===== config.mk =====
export PLATFORM = sky130hd
export DESIGN_NAME = cory_skid
export DESIGN_NICKNAME = d
export VERILOG_FILES = /design/src/rtl/cory_skid_pkg.sv /design/src/rtl/cory_skid.sv
export SDC_FILE = /design/constraint.sdc
export NUM_CORES = 1
export LEC_CHECK = 0
export ABC_CLOCK_PERIOD_IN_PS = 2250
export BUFFER_PORTS_ARGS = -buffer_cell sky130_fd_sc_hd__buf_2
export CAP_MARGIN = 5
export CELL_PAD_IN_SITES_DETAIL_PLACEMENT = 0
export CELL_PAD_IN_SITES_GLOBAL_PLACEMENT = 1
export CORE_ASPECT_RATIO = 1.25
export CORE_MARGIN = 1
export CORE_UTILIZATION = 30
export CTS_BUF_LIST = sky130_fd_sc_hd__clkbuf_4 sky130_fd_sc_hd__clkbuf_8
export DETAILED_ROUTE_END_ITERATION = 6
export GPL_ROUTABILITY_DRIVEN = 1
export PLACE_DENSITY_LB_ADDON = 0.15
export SYNTH_ARGS = -nofsm -noshare
export SYNTH_HDL_FRONTEND = slang
export SYNTH_SLANG_ARGS = --single-unit

===== constraint.sdc =====
create_clock -name clk -period 2.25 [get_ports clk]
set_clock_uncertainty 0.1 [all_clocks]
set_input_delay 0.5625 -clock clk [delete_from_list [all_inputs] [get_ports clk]]
set_output_delay 0.5625 -clock clk [all_outputs]
set_load 0.02 [all_outputs]

===== src/rtl/cory_skid_pkg.sv =====
// cory_skid shared definitions: state encoding for the two-entry register slice.
`ifndef CORY_SKID_PKG_SV
`define CORY_SKID_PKG_SV

package cory_skid_pkg;

    localparam int unsigned CORY_SKID_STATE_W = 2;

    localparam logic [CORY_SKID_STATE_W-1:0] CORY_SKID_EMPTY = 2'd0;
    localparam logic [CORY_SKID_STATE_W-1:0] CORY_SKID_HALF  = 2'd1;
    localparam logic [CORY_SKID_STATE_W-1:0] CORY_SKID_FULL  = 2'd2;

    typedef enum logic [CORY_SKID_STATE_W-1:0] {
        ST_EMPTY = CORY_SKID_EMPTY,
        ST_HALF  = CORY_SKID_HALF,
        ST_FULL  = CORY_SKID_FULL
    } cory_skid_state_t;

endpackage

`endif


===== src/rtl/cory_skid.sv =====
// cory_skid: two-entry valid/ready register slice. Both o_z_* and o_a_ready
// come straight from flops, so neither the forward nor the backward
// handshake path is combinational through this block.
// Optional macro CORY_SKID_STAT_EN adds o_xfer_cnt and o_stall.
module cory_skid
    import cory_skid_pkg::*;
#(
    parameter int unsigned N = 8
) (
    input  logic         clk,
    input  logic         reset_n,
    input  logic         i_a_valid,
    input  logic [N-1:0] i_a_data,
    output logic         o_a_ready,
    output logic         o_z_valid,
    output logic [N-1:0] o_z_data,
`ifdef CORY_SKID_STAT_EN
    output logic [31:0]  o_xfer_cnt,
    output logic [0:0]   o_stall,
`endif
    input  logic         i_z_ready
);

    cory_skid_state_t state;
    logic [N-1:0]     skid_q;
    logic             a_xfer_c;
    logic             z_xfer_c;

    // Handshake qualifiers, both built only from flops and the partner's inputs
    assign a_xfer_c = i_a_valid & o_a_ready;
    assign z_xfer_c = o_z_valid & i_z_ready;

    // Slice FSM: occupancy, main/skid registers and the flopped handshake outputs
    always_ff @(posedge clk or negedge reset_n) begin
        if (!reset_n) begin
            state     <= ST_EMPTY;
            o_z_valid <= 1'b0;
            o_a_ready <= 1'b1;
            o_z_data  <= '0;
            skid_q    <= '0;
        end else begin
            case (state)
                ST_EMPTY: begin
                    if (a_xfer_c) begin
                        state     <= ST_HALF;
                        o_z_data  <= i_a_data;
                        o_z_valid <= 1'b1;
                    end
                end
                ST_HALF: begin
                    if (a_xfer_c && !z_xfer_c) begin
                        // Downstream stalled: park the new word, stop upstream
                        state     <= ST_FULL;
                        skid_q    <= i_a_data;
                        o_a_ready <= 1'b0;
                    end else if (a_xfer_c && z_xfer_c) begin
                        o_z_data  <= i_a_data;
                    end else if (z_xfer_c) begin
                        state     <= ST_EMPTY;
                        o_z_valid <= 1'b0;
                    end
                end
                ST_FULL: begin
                    // o_a_ready is low here, so only the drain move is possible
                    if (z_xfer_c) begin
                        state     <= ST_HALF;
                        o_z_data  <= skid_q;
                        o_a_ready <= 1'b1;
                    end
                end
                default: begin
                    state     <= ST_EMPTY;
                    o_z_valid <= 1'b0;
                    o_a_ready <= 1'b1;
                end
            endcase
        end
    end

`ifdef CORY_SKID_STAT_EN
    // Downstream transfer counter (free-running, wraps) and registered stall flag
    always_ff @(posedge clk or negedge reset_n) begin
        if (!reset_n) begin
            o_xfer_cnt <= '0;
            o_stall    <= '0;
        end else begin
            if (z_xfer_c) begin
                o_xfer_cnt <= o_xfer_cnt + 32'd1;
            end
            o_stall <= 1'(o_z_valid & ~i_z_ready);
        end
    end
`endif

endmodule


==> impl_metrics.env <==
export IMPL_critical_path_top_delay_family="multiplexers"
export IMPL_critPathMaxStageDelay_ns=0.53
export IMPL_fin_crit_ns=1.77
export IMPL_status="finished, final reports clean"
export IMPL_remaining_drc_errors=0
export IMPL_p_total_mw=0.664
export IMPL_ys_seq_elements=20
export IMPL_syn_inst=66
export IMPL_die_w_um=54.2
export IMPL_grt_max_degree=21
export IMPL_antenna_found_initial=0
export IMPL_cp_max_fo=9
export IMPL_clkTransAtPathRegs_ns=0.08
export IMPL_wl_um=1780
export IMPL_grt_pass1_wl_um=2980
export IMPL_cts_setup_buffers=0
export IMPL_start_kind="register"
export IMPL_cp_end_kind="register"
export IMPL_fin_crit_sh_pct=78.8
export IMPL_crit_type="reg -> reg"
export IMPL_clock_path_buffers=2
export IMPL_worstPathArrival_ns=1.81
export IMPL_dieArea_um2=3650
export IMPL_ctsResizeCount=0
export IMPL_routed_via_density=4.75
export IMPL_rsz0062_at_grt="false"
export IMPL_syn_nets=78
export IMPL_required_ns=2.29
export IMPL_io_pin_count=22
export IMPL_gp_congestion=0.732
export IMPL_grt_ovfl_total=0
export IMPL_cts_max_level=1
export IMPL_area_delta_synth_final_pct=18.0
export IMPL_synth_distinct_cells=24
export IMPL_cp_num_buf_inv=0
export IMPL_cts_buffers=3
export IMPL_row_count=23
export IMPL_yosysTopAreaCellShare_pct=46.5
export IMPL_crit_top_cell="mux2_4"
export IMPL_numPortBuffers=21
export IMPL_worstMarginPinSlew_ns=0.457
export IMPL_cts_hold_fix_buffers=0
export IMPL_path_cells="nor2b_4 > mux2_4 > mux2_4"
export IMPL_maxCapViolCount=0
export IMPL_die_h_um=67.3
export IMPL_drv_slew=0
export IMPL_fin_tns_setup_ns=0
export IMPL_power_density_nw_per_um2=550
export IMPL_start_util_pct=31.8
export IMPL_synth_seq_area_share_pct=49.0
export IMPL_ir_drop_mv=0.275
export IMPL_firstDrtPassIters=4
export IMPL_grt_usage_pct=11.5
export IMPL_critPathSlowestCell="dfrtp_1"
export IMPL_clock_root_buffer="clkbuf_8"
export IMPL_cts_sinks=20
export IMPL_num_vias=599
export IMPL_hold_viol=0
export IMPL_ys_warn_count=0
export IMPL_netlist_top_cell_by_area="dfrtp_1"
export IMPL_tritoncts="built"
export IMPL_place_hpwl_um=1260
export IMPL_min_path_type="in -> async"
export IMPL_power_leakage_nw=0.623
export IMPL_setup_violations=0
export IMPL_drtIter0Drc=23
export IMPL_drive_above_1_share_pct=55.1
export IMPL_synth_area_um2=1020
export IMPL_postRouteAntennaNets=0
export IMPL_wl_per_cell_um=14.1
export IMPL_syn_area_per_cell_um2=15.5
export IMPL_antenna_cells=0
export IMPL_core_area_um2=3220
export IMPL_relSlewSlack_pct=69.5
export IMPL_yosys_top_cells_area="dfrtp_1, mux2_4, mux2_1"
export IMPL_max_freq_ghz=0.564
export IMPL_grt_pass1_vias=613
export IMPL_nets=102
export IMPL_clk_latency_ns=0.25
-- cell families (layout without fill, tap and decap cells) --
kind of cell	count (synthesis)	in the layout	synth area share [%]
AOI/OAI and AO/OA	8	8	7.70
and+or+nand+nor	11	11	8.44
muxes	24	24	32.3
buffers and inverters	3	26	2.57
DFF	20	20	49.0
-- report_power, final --
group | switching (mW) | internal (mW)
combinational | 0.0157 | 0.0178
sequential | 0.000000000223 | 0.359
clock | 0.115 | 0.155
-- worst reg2reg max path: cells and delay by family (launching register included) --
kind / cells / cell delay [ns]
simple gates: 1 / 0.44
flops: 1 / 0.53
mux: 2 / 0.59
-- sequential cells by signal (all words and copies together), names as in the netlist --
signal / count
o_z_data: 8
o_z_valid: 1
o_a_ready: 1
skid_q: 8
state: 2
-- through the flow --
| step | utilization (%) | setup WS, ns | cells | hold WS (ns) | area [um^2] |
|---|---|---|---|---|---|
| global route | 37.5 | 0.400 | 126 | 0.183 | 1210 |
| detailed placement | 35.8 | 0.424 | 122 | 0.381 | 1150 |
| finish | 37.5 | 0.476 | 126 | 0.151 | 1210 |
| CTS | 37.5 | 0.466 | 126 | 0.171 | 1210 |
| global placement | 35.8 | 0.443 | 122 | 0.374 | 1150 |
| floorplan | - | 0.605 | 66 | 0.167 | 1020 |
-- cell usage in the layout (no fill, tap or decap), types with 2 or more instances in the layout --
cell / count
mux2_1: 7
nand2_1: 2
a21boi_1: 2
clkbuf_8: 4
dfrtp_1: 19
mux2_4: 16
buf_2: 21
-- path summary, 6_finish.rpt --
check | from | to | slack [ns] | cells after the start
max | state[1] | o_z_data[5] | 0.48 | 3
min | reset_n | state[0] | 0.15 | 1
max reg2reg | state[1] | o_z_data[5] | 0.48 | 3
min reg2reg | skid_q[4] | skid_q[4] | 0.39 | 1
max in group asynchronous | reset_n | o_a_ready | 1.55 | 1
min in group clk | skid_q[4] | skid_q[4] | 0.39 | 1
-- layer usage --
layer	vias up	wire length, um	track usage [%]	share of wire (%)
met3	2	108	2.03	6.1
met5	-	0	0	0
met2	19	818	17.4	46
met4	0	19	5.77	1.1
met1	292	832	15.4	47
li1	286	-	-	-
-- area by class of cell --
| class | count | area, um^2 |
|---|---|---|
| Fill cell | 327 | 2020 |
| Clock buffer | 4 | 55.1 |
| Inverter | 1 | 3.75 |
| Tap cell | 37 | 46.3 |
| Multi-Input combinational cell | 43 | 495 |
| Timing Repair Buffer | 21 | 105 |
| Sequential cell | 20 | 502 |
-- cell usage after synthesis --
library cell	n
nand2_2	1
nand4b_1	1
mux2_1	7
nand4_2	1
buf_6	2
and2_2	1
o211ai_4	1
o21ai_0	1
nand4bb_1	1
dfstp_2	1
nor2_1	1
and3b_1	1
a211o_1	1
nand2_1	2
nor2b_4	1
nand2b_1	1
dfrtp_1	19
a21boi_2	1
mux2_4	16
o32a_1	1
a21boi_1	2
mux2_2	1
inv_1	1
o211ai_1	1
(Power assumes the default switching activity.)
